$ cat config.mk
export PLATFORM = sky130hd
export DESIGN_NAME = ifu_axi_fetch
export DESIGN_NICKNAME = d
export VERILOG_FILES = /design/src/rtl/ifu_axi_fetch.sv
export SDC_FILE = /design/constraint.sdc
export NUM_CORES = 1
export LEC_CHECK = 0
export ABC_AREA = 1
export ABC_CLOCK_PERIOD_IN_PS = 8300
export BUFFER_PORTS_ARGS = -buffer_cell sky130_fd_sc_hd__buf_2
export CAP_MARGIN = 20
export CORE_ASPECT_RATIO = 0.5
export CORE_MARGIN = 1
export CORE_UTILIZATION = 56
export DETAILED_ROUTE_END_ITERATION = 16
export PLACE_DENSITY = 0.86
export SYNTH_ARGS = -nofsm -noshare
export SYNTH_HDL_FRONTEND = slang
export SYNTH_SLANG_ARGS = --single-unit
$ cat constraint.sdc
create_clock -name clk -period 8.3 [get_ports clk]
set_input_delay 1.66 -clock clk [delete_from_list [all_inputs] [get_ports clk]]
set_output_delay 1.66 -clock clk [all_outputs]
set_load 0.02 [all_outputs]
$ cat src/rtl/ifu_axi_fetch.sv
// Instruction fetch unit: walks the PC through an AXI-lite read channel and
// hands one instruction at a time to decode, with redirect and fault tagging.
module ifu_axi_fetch #(
    parameter logic [31:0] RESET_PC = 32'h8000_0000
) (
    input  logic        clk,
    input  logic        rst,
    output logic [31:0] araddr,
    output logic        arvalid,
    input  logic        arready,
    input  logic [31:0] rdata,
    input  logic [1:0]  rresp,
    input  logic        rvalid,
    output logic        rready,
    input  logic        redirect_valid,
    input  logic [31:0] redirect_pc,
    output logic        inst_valid,
    input  logic        inst_ready,
    output logic [31:0] inst,
    output logic [31:0] inst_pc,
    output logic        inst_fault
);

    // state | meaning
    // IDLE  | one cycle after reset, latch fetch address
    // REQ   | AR channel driven, waiting for arready
    // WAIT  | one read outstanding, waiting for rvalid
    // HOLD  | instruction held for decode
    typedef enum logic [1:0] {
        IDLE = 2'd0,
        REQ  = 2'd1,
        WAIT = 2'd2,
        HOLD = 2'd3
    } state_e;

    localparam logic [1:0] RESP_OKAY = 2'b00;

    state_e      state_q;
    logic [31:0] pc_q;
    logic [31:0] areg_q;
    logic        discard_q;
    logic [31:0] inst_q;
    logic        inst_fault_q;
    logic [31:0] pc_inc_d;

    assign pc_inc_d = pc_q + 32'd4;

    always_ff @(posedge clk or posedge rst) begin
        if (rst) begin
            state_q      <= IDLE;
            pc_q         <= RESET_PC;
            areg_q       <= RESET_PC;
            discard_q    <= 1'b0;
            inst_q       <= 32'h0;
            inst_fault_q <= 1'b0;
        end else begin
            if (redirect_valid) begin
                pc_q <= redirect_pc;
            end
            case (state_q)
                IDLE: begin
                    areg_q  <= redirect_valid ? redirect_pc : pc_q;
                    state_q <= REQ;
                end
                REQ: begin
                    // araddr must not move while arvalid is up, so a redirect
                    // here only marks the in-flight response for dropping.
                    if (redirect_valid) begin
                        discard_q <= 1'b1;
                    end
                    if (arready) begin
                        state_q <= WAIT;
                    end
                end
                WAIT: begin
                    if (rvalid) begin
                        if (discard_q || redirect_valid) begin
                            discard_q <= 1'b0;
                            areg_q    <= redirect_valid ? redirect_pc : pc_q;
                            state_q   <= REQ;
                        end else begin
                            inst_q       <= rdata;
                            inst_fault_q <= (rresp != RESP_OKAY);
                            state_q      <= HOLD;
                        end
                    end else if (redirect_valid) begin
                        discard_q <= 1'b1;
                    end
                end
                HOLD: begin
                    if (redirect_valid) begin
                        areg_q  <= redirect_pc;
                        state_q <= REQ;
                    end else if (inst_ready) begin
                        pc_q    <= pc_inc_d;
                        areg_q  <= pc_inc_d;
                        state_q <= REQ;
                    end
                end
                default: begin
                    state_q <= IDLE;
                end
            endcase
        end
    end

    assign araddr     = areg_q;
    assign arvalid    = (state_q == REQ);
    assign rready     = (state_q == WAIT);
    assign inst_valid = (state_q == HOLD) && !redirect_valid;
    assign inst       = inst_q;
    assign inst_pc    = areg_q;
    assign inst_fault = inst_fault_q;

endmodule
* After elaboration in Yosys (flattened, before gate mapping)
Index checks and enable logic that the tools add are counted.
** Storage, ports and cells
- Bits in registers :: 100
** Cells by class
- $add $sub $neg :: 1
- Bitwise logic cells :: 1
- Mux-type cells :: 19
- Reductions and logical operators :: 11
- Equal/unequal tests :: 8
** Operators by type and width (count)
- 2-to-1 mux 32 bit :: 8
- case mux 32 bit (3 select lines) :: 1
- adder 32 x 3 -> 32 bit (second input constant) :: 1
- 2-to-1 mux 2 bit :: 5
- case mux 2 bit (4 select lines) :: 1
- AND reduction 3 bit :: 2
- equality test 2 bit (second input constant) :: 2
- inequality test 2 x 1 -> 1 bit (second input constant) :: 2
- AND reduction 4 bit :: 1
- nonzero test 2 bit :: 2
- 2-to-1 mux 1 bit :: 3
- inequality test 3 x 2 -> 1 bit (second input constant) :: 1
- inequality test 3 bit (second input constant) :: 1
- nonzero test 3 bit :: 1
- equality test 2 x 1 -> 1 bit (second input constant) :: 1
- logical NOT 2 bit :: 1
- inequality test 2 bit (second input constant) :: 1
- case mux 1 bit (2 select lines) :: 1
- AND reduction 2 bit :: 1
- logical AND 1 bit :: 1
- logical NOT 1 bit :: 1
- logical OR 1 bit :: 1
- NOT 1 bit :: 1

* Depth between registers and ports, before layout
- Depth in word-level cells :: 4
- Gate-level depth with buffers :: 11

* Worst setup path after synthesis
Ideal clock, no wire load.
- Path kind :: in2out
- Start point :: in redirect_valid
- End point :: out inst_valid
- Required time :: 6.640 ns
- Slack :: 4.266 ns
- Stages on the path :: 5
- Buffers on the path :: 2
- Data arrival time :: 2.374 ns
- Cell sequence :: buf_6 -> inv_4 -> nand2_2 -> inv_2 -> clkbuf_1
** Between the ends
- Cells in the longest elaborated chain, start to end :: 2
** Ends and longest elaborated chain
- start, declared :: line 15 : input logic redirect_valid,
- logical NOT 1 bit :: line 110 : assign inst_valid = (state_q == HOLD) && !redirect_valid;
- logical AND 1 bit :: line 110
- end, declared :: line 17 : output logic inst_valid,
No other way between the ends.

* Worst setup path in the final report
Same ends and word-level chain as after synthesis.

==> flow_summary.yaml <==
power:
  reported_leakage_power_nw: 3.64
  power.density_mw_per_mm2: 344
  power.total_mw: 2.31
  ir_drop_mv: 0.207
clock_network:
  cts.path.max_buffers: 2
  worstSkewPairLatency_ps: 350
  clock-root-buffer: "clkbuf_16"
  htree_levels: 3
  postCtsSetupBuffers: 0
  post_cts_resized: 0
  cts.clk_slew.worst_paths_ps: 70
  cts_tree: "yes"
  postCtsHoldBufs: 0
  cts-buffers-inserted: 9
  tritoncts_num_sinks: 100
yosys:
  count_of_flip_flops_with_a_built_in_enable_after_synthesis: 0
  syn_inst: 782
  synth-warning-count: 0
  ys_seq_area_frac: 0.436
  post_synth_and_or_nand_nor_area_fraction: 0.324
  synth_compound_area_frac: 0.0987
  yosys.area_share.xor_xnor: 0.0255
  synthMuxAreaShare: 0
  syn_avg_cell_area_um2: 7.34
  asyncSetResetFlopFracSynth: 1.00
  ys.flop_type: "dfrtp_1"
  synth_adder_area_share: 0.0109
  synthesis.area_mm2: 0.00574
  synth_top_family_by_area: "simple AND/OR/NAND/NOR gates"
  yosys.cell_types.count: 37
  yosys_register_bits: 100
  postSynthNetCount: 859
global_route:
  grt_overflow_total: 0
  via_count_of_the_first_global_routing_pass: 4933
  grt_start_max_net_pins: 73
  antenna_violations_before_repair: 0
  grt_first_pass_wirelength_um: 23300
  global_route.usage.total: 0.276
timing:
  rsz0062_at_grt: "no"
  fin_crit_sh: 0.615
  tns_ps: 0
  timing.final.hold_violations: 0
  final-max-slew-violation-count: 0
  remaining_max_slew_budget_at_the_tightest_pin: 0.358
  timing.final.setup_violations: 0
  finalClockSkew_ps: 5.62
  period_needed_ps: 5100
  worst_slew_pin_slew_ps: 961
  fmaxAchievable_mhz: 196
flow_run:
  max_cap_viols: 0
worst_setup_path:
  worstReg2RegEnd: "pc_q[15]"
  path_max_fanout: 45
  critPathLaunchType: "primary input"
  reg2reg_depth: 6
  critical_path_arrival_ps: 3440
  reg2reg_setup_slack_ps: 4930
  worst-endpoint-required_ps: 6640
  rr_startpoint: "state_q[0]"
  critical_path_capture_point_type: "output port"
  critPathKind: "in -> out"
floorplan:
  die_x_um: 145
  io_pins: 172
  rows: 25
  fp.dieArea_mm2: 0.0107
  start_util: 0.592
  core_region_area_mm2: 0.00970
  die_height_um: 73.6
route:
  detail_route.iter0.violations: 382
  count_of_nets_left_with_antenna_violations_after_detail_routing: 0
  routedWlPerCell_um: 13.5
  drt_pre_antenna_iters: 6
  total_vias_in_the_final_route: 5370
  detail_route.vias_per_cell: 5.14
  drt_drc_violations_left: 0
  totalWireLength_um: 14100
final_layout:
  synthToLayoutAreaGrowth_pct: 17.1
  fin_nets: 981
  ratio_of_cells_with_drive_above_1_in_the_final_layout: 0.249
  antenna-diode-count: 0
run_status:
  outcome: "complete, no violations"
worst_hold_path:
  hold-path-cell-count: 2
  holdPathEnd: "inst[29]"
  min-delay-path-class: "reg -> reg"
  hold_path_startpoint: "inst[29]"
place:
  post-dp-hpwl_um: 9900
  routabilityCongestion: 0.926
  port_buffers: 171
==> logic make-up (layout without fill, tap and decap cells) <==
group	after synthesis	after routing
AOI/OAI and AO/OA	100	100
xor gates and xnor gates	15	15
adders and majority gates	5	5
buffers and inverters	117	244
DFF	100	100
and+or+nand+nor	445	445
==> sequential cells by signal, summed over array words and instances (netlist names) <==
register    flops
araddr         32
discard_q       1
inst           32
inst_fault      1
pc_q           32
state_q         2
==> synth_stat cells (7+ instances only) <==
cell type | number | area [um2]
clkbuf_1 | 13 | 48.8
nand2_1 | 295 | 1110
o21ai_0 | 36 | 180
dfrtp_1 | 98 | 2450
buf_4 | 34 | 255
nand3_1 | 34 | 170
nor2_1 | 91 | 342
inv_2 | 7 | 26.3
xor2_1 | 10 | 87.6
inv_1 | 46 | 173
nor2_4 | 7 | 78.8
buf_2 | 14 | 70.1
a31oi_1 | 10 | 62.6
a21oi_1 | 28 | 140
==> layout make-up <==
cell class	instances	area (um2)
clock buffer	9	225
clock inverter	7	106
fill	770	2970
inverter	54	208
multi-input combinational	565	2640
sequential	100	2500
tap	135	169
timing repair buffer	174	878
==> power by group <==
part,internal [mW],switching [mW],total (mW)
registers,0.674,0.137,0.811
clock network,0.270,0.200,0.470
logic,0.335,0.696,1.03
total,1.28,1.03,2.31
==> cell usage in the layout, fill, tap and decap left out, types with 2 or more instances in the layout <==
cell type	instances
nand2_1	295
nor2_1	91
dfrtp_1	98
ha_1	5
xnor2_1	3
nor2_2	4
o21ai_1	5
o21ai_0	36
a31oi_1	10
xor2_1	10
inv_6	3
nor2_8	2
xor2_2	2
nand3_1	34
nand2_4	2
a21boi_0	3
a21oi_1	28
buf_2	171
a41oi_1	2
o31ai_1	6
nor2_4	7
inv_2	7
inv_4	2
o21a_1	6
dfstp_2	2
o22ai_1	2
buf_4	3
inv_1	45
clkbuf_16	9
nand2_2	5
bufinv_16	2
==> worst max-delay path, stage by stage <==
cell,delay [ps]
buf_2,700
inv_4,350
nand2_2,220
inv_2,240
buf_2,250
==> layer usage <==
metal	up-vias	global-route usage	wire, um
met1	2468	0.366	6370
met2	225	0.460	6460
met4	0	0.0760	136
li1	2663	-	-
met5	-	0	0
met3	14	0.0665	1150
==> stage by stage <==
step / std cells / hold slack, ps / utilization / area, um2 / worst slack (ps)
after floorplan: 782 / 437 / - / 5740 / 4020
after global placement: 1028 / 451 / 0.659 / 6390 / 3300
after detailed placement: 1028 / 458 / 0.659 / 6390 / 3230
after CTS: 1044 / 476 / 0.694 / 6730 / 3230
after global routing: 1044 / 495 / 0.694 / 6730 / 3020
final: 1044 / 470 / 0.694 / 6730 / 3200
==> worst max path at each step <==
stage	startpoint	end	slack (ps)	depth (start not counted)
detailed placement	redirect_valid	inst_valid	3230	5
finish	redirect_valid	inst_valid	3200	5
CTS	redirect_valid	inst_valid	3230	5
global placement	redirect_valid	inst_valid	3300	5
floorplan	rst	araddr[0]	4020	1
global route	redirect_valid	inst_valid	3020	5
Note: power is estimated with default switching activity, not from simulation.
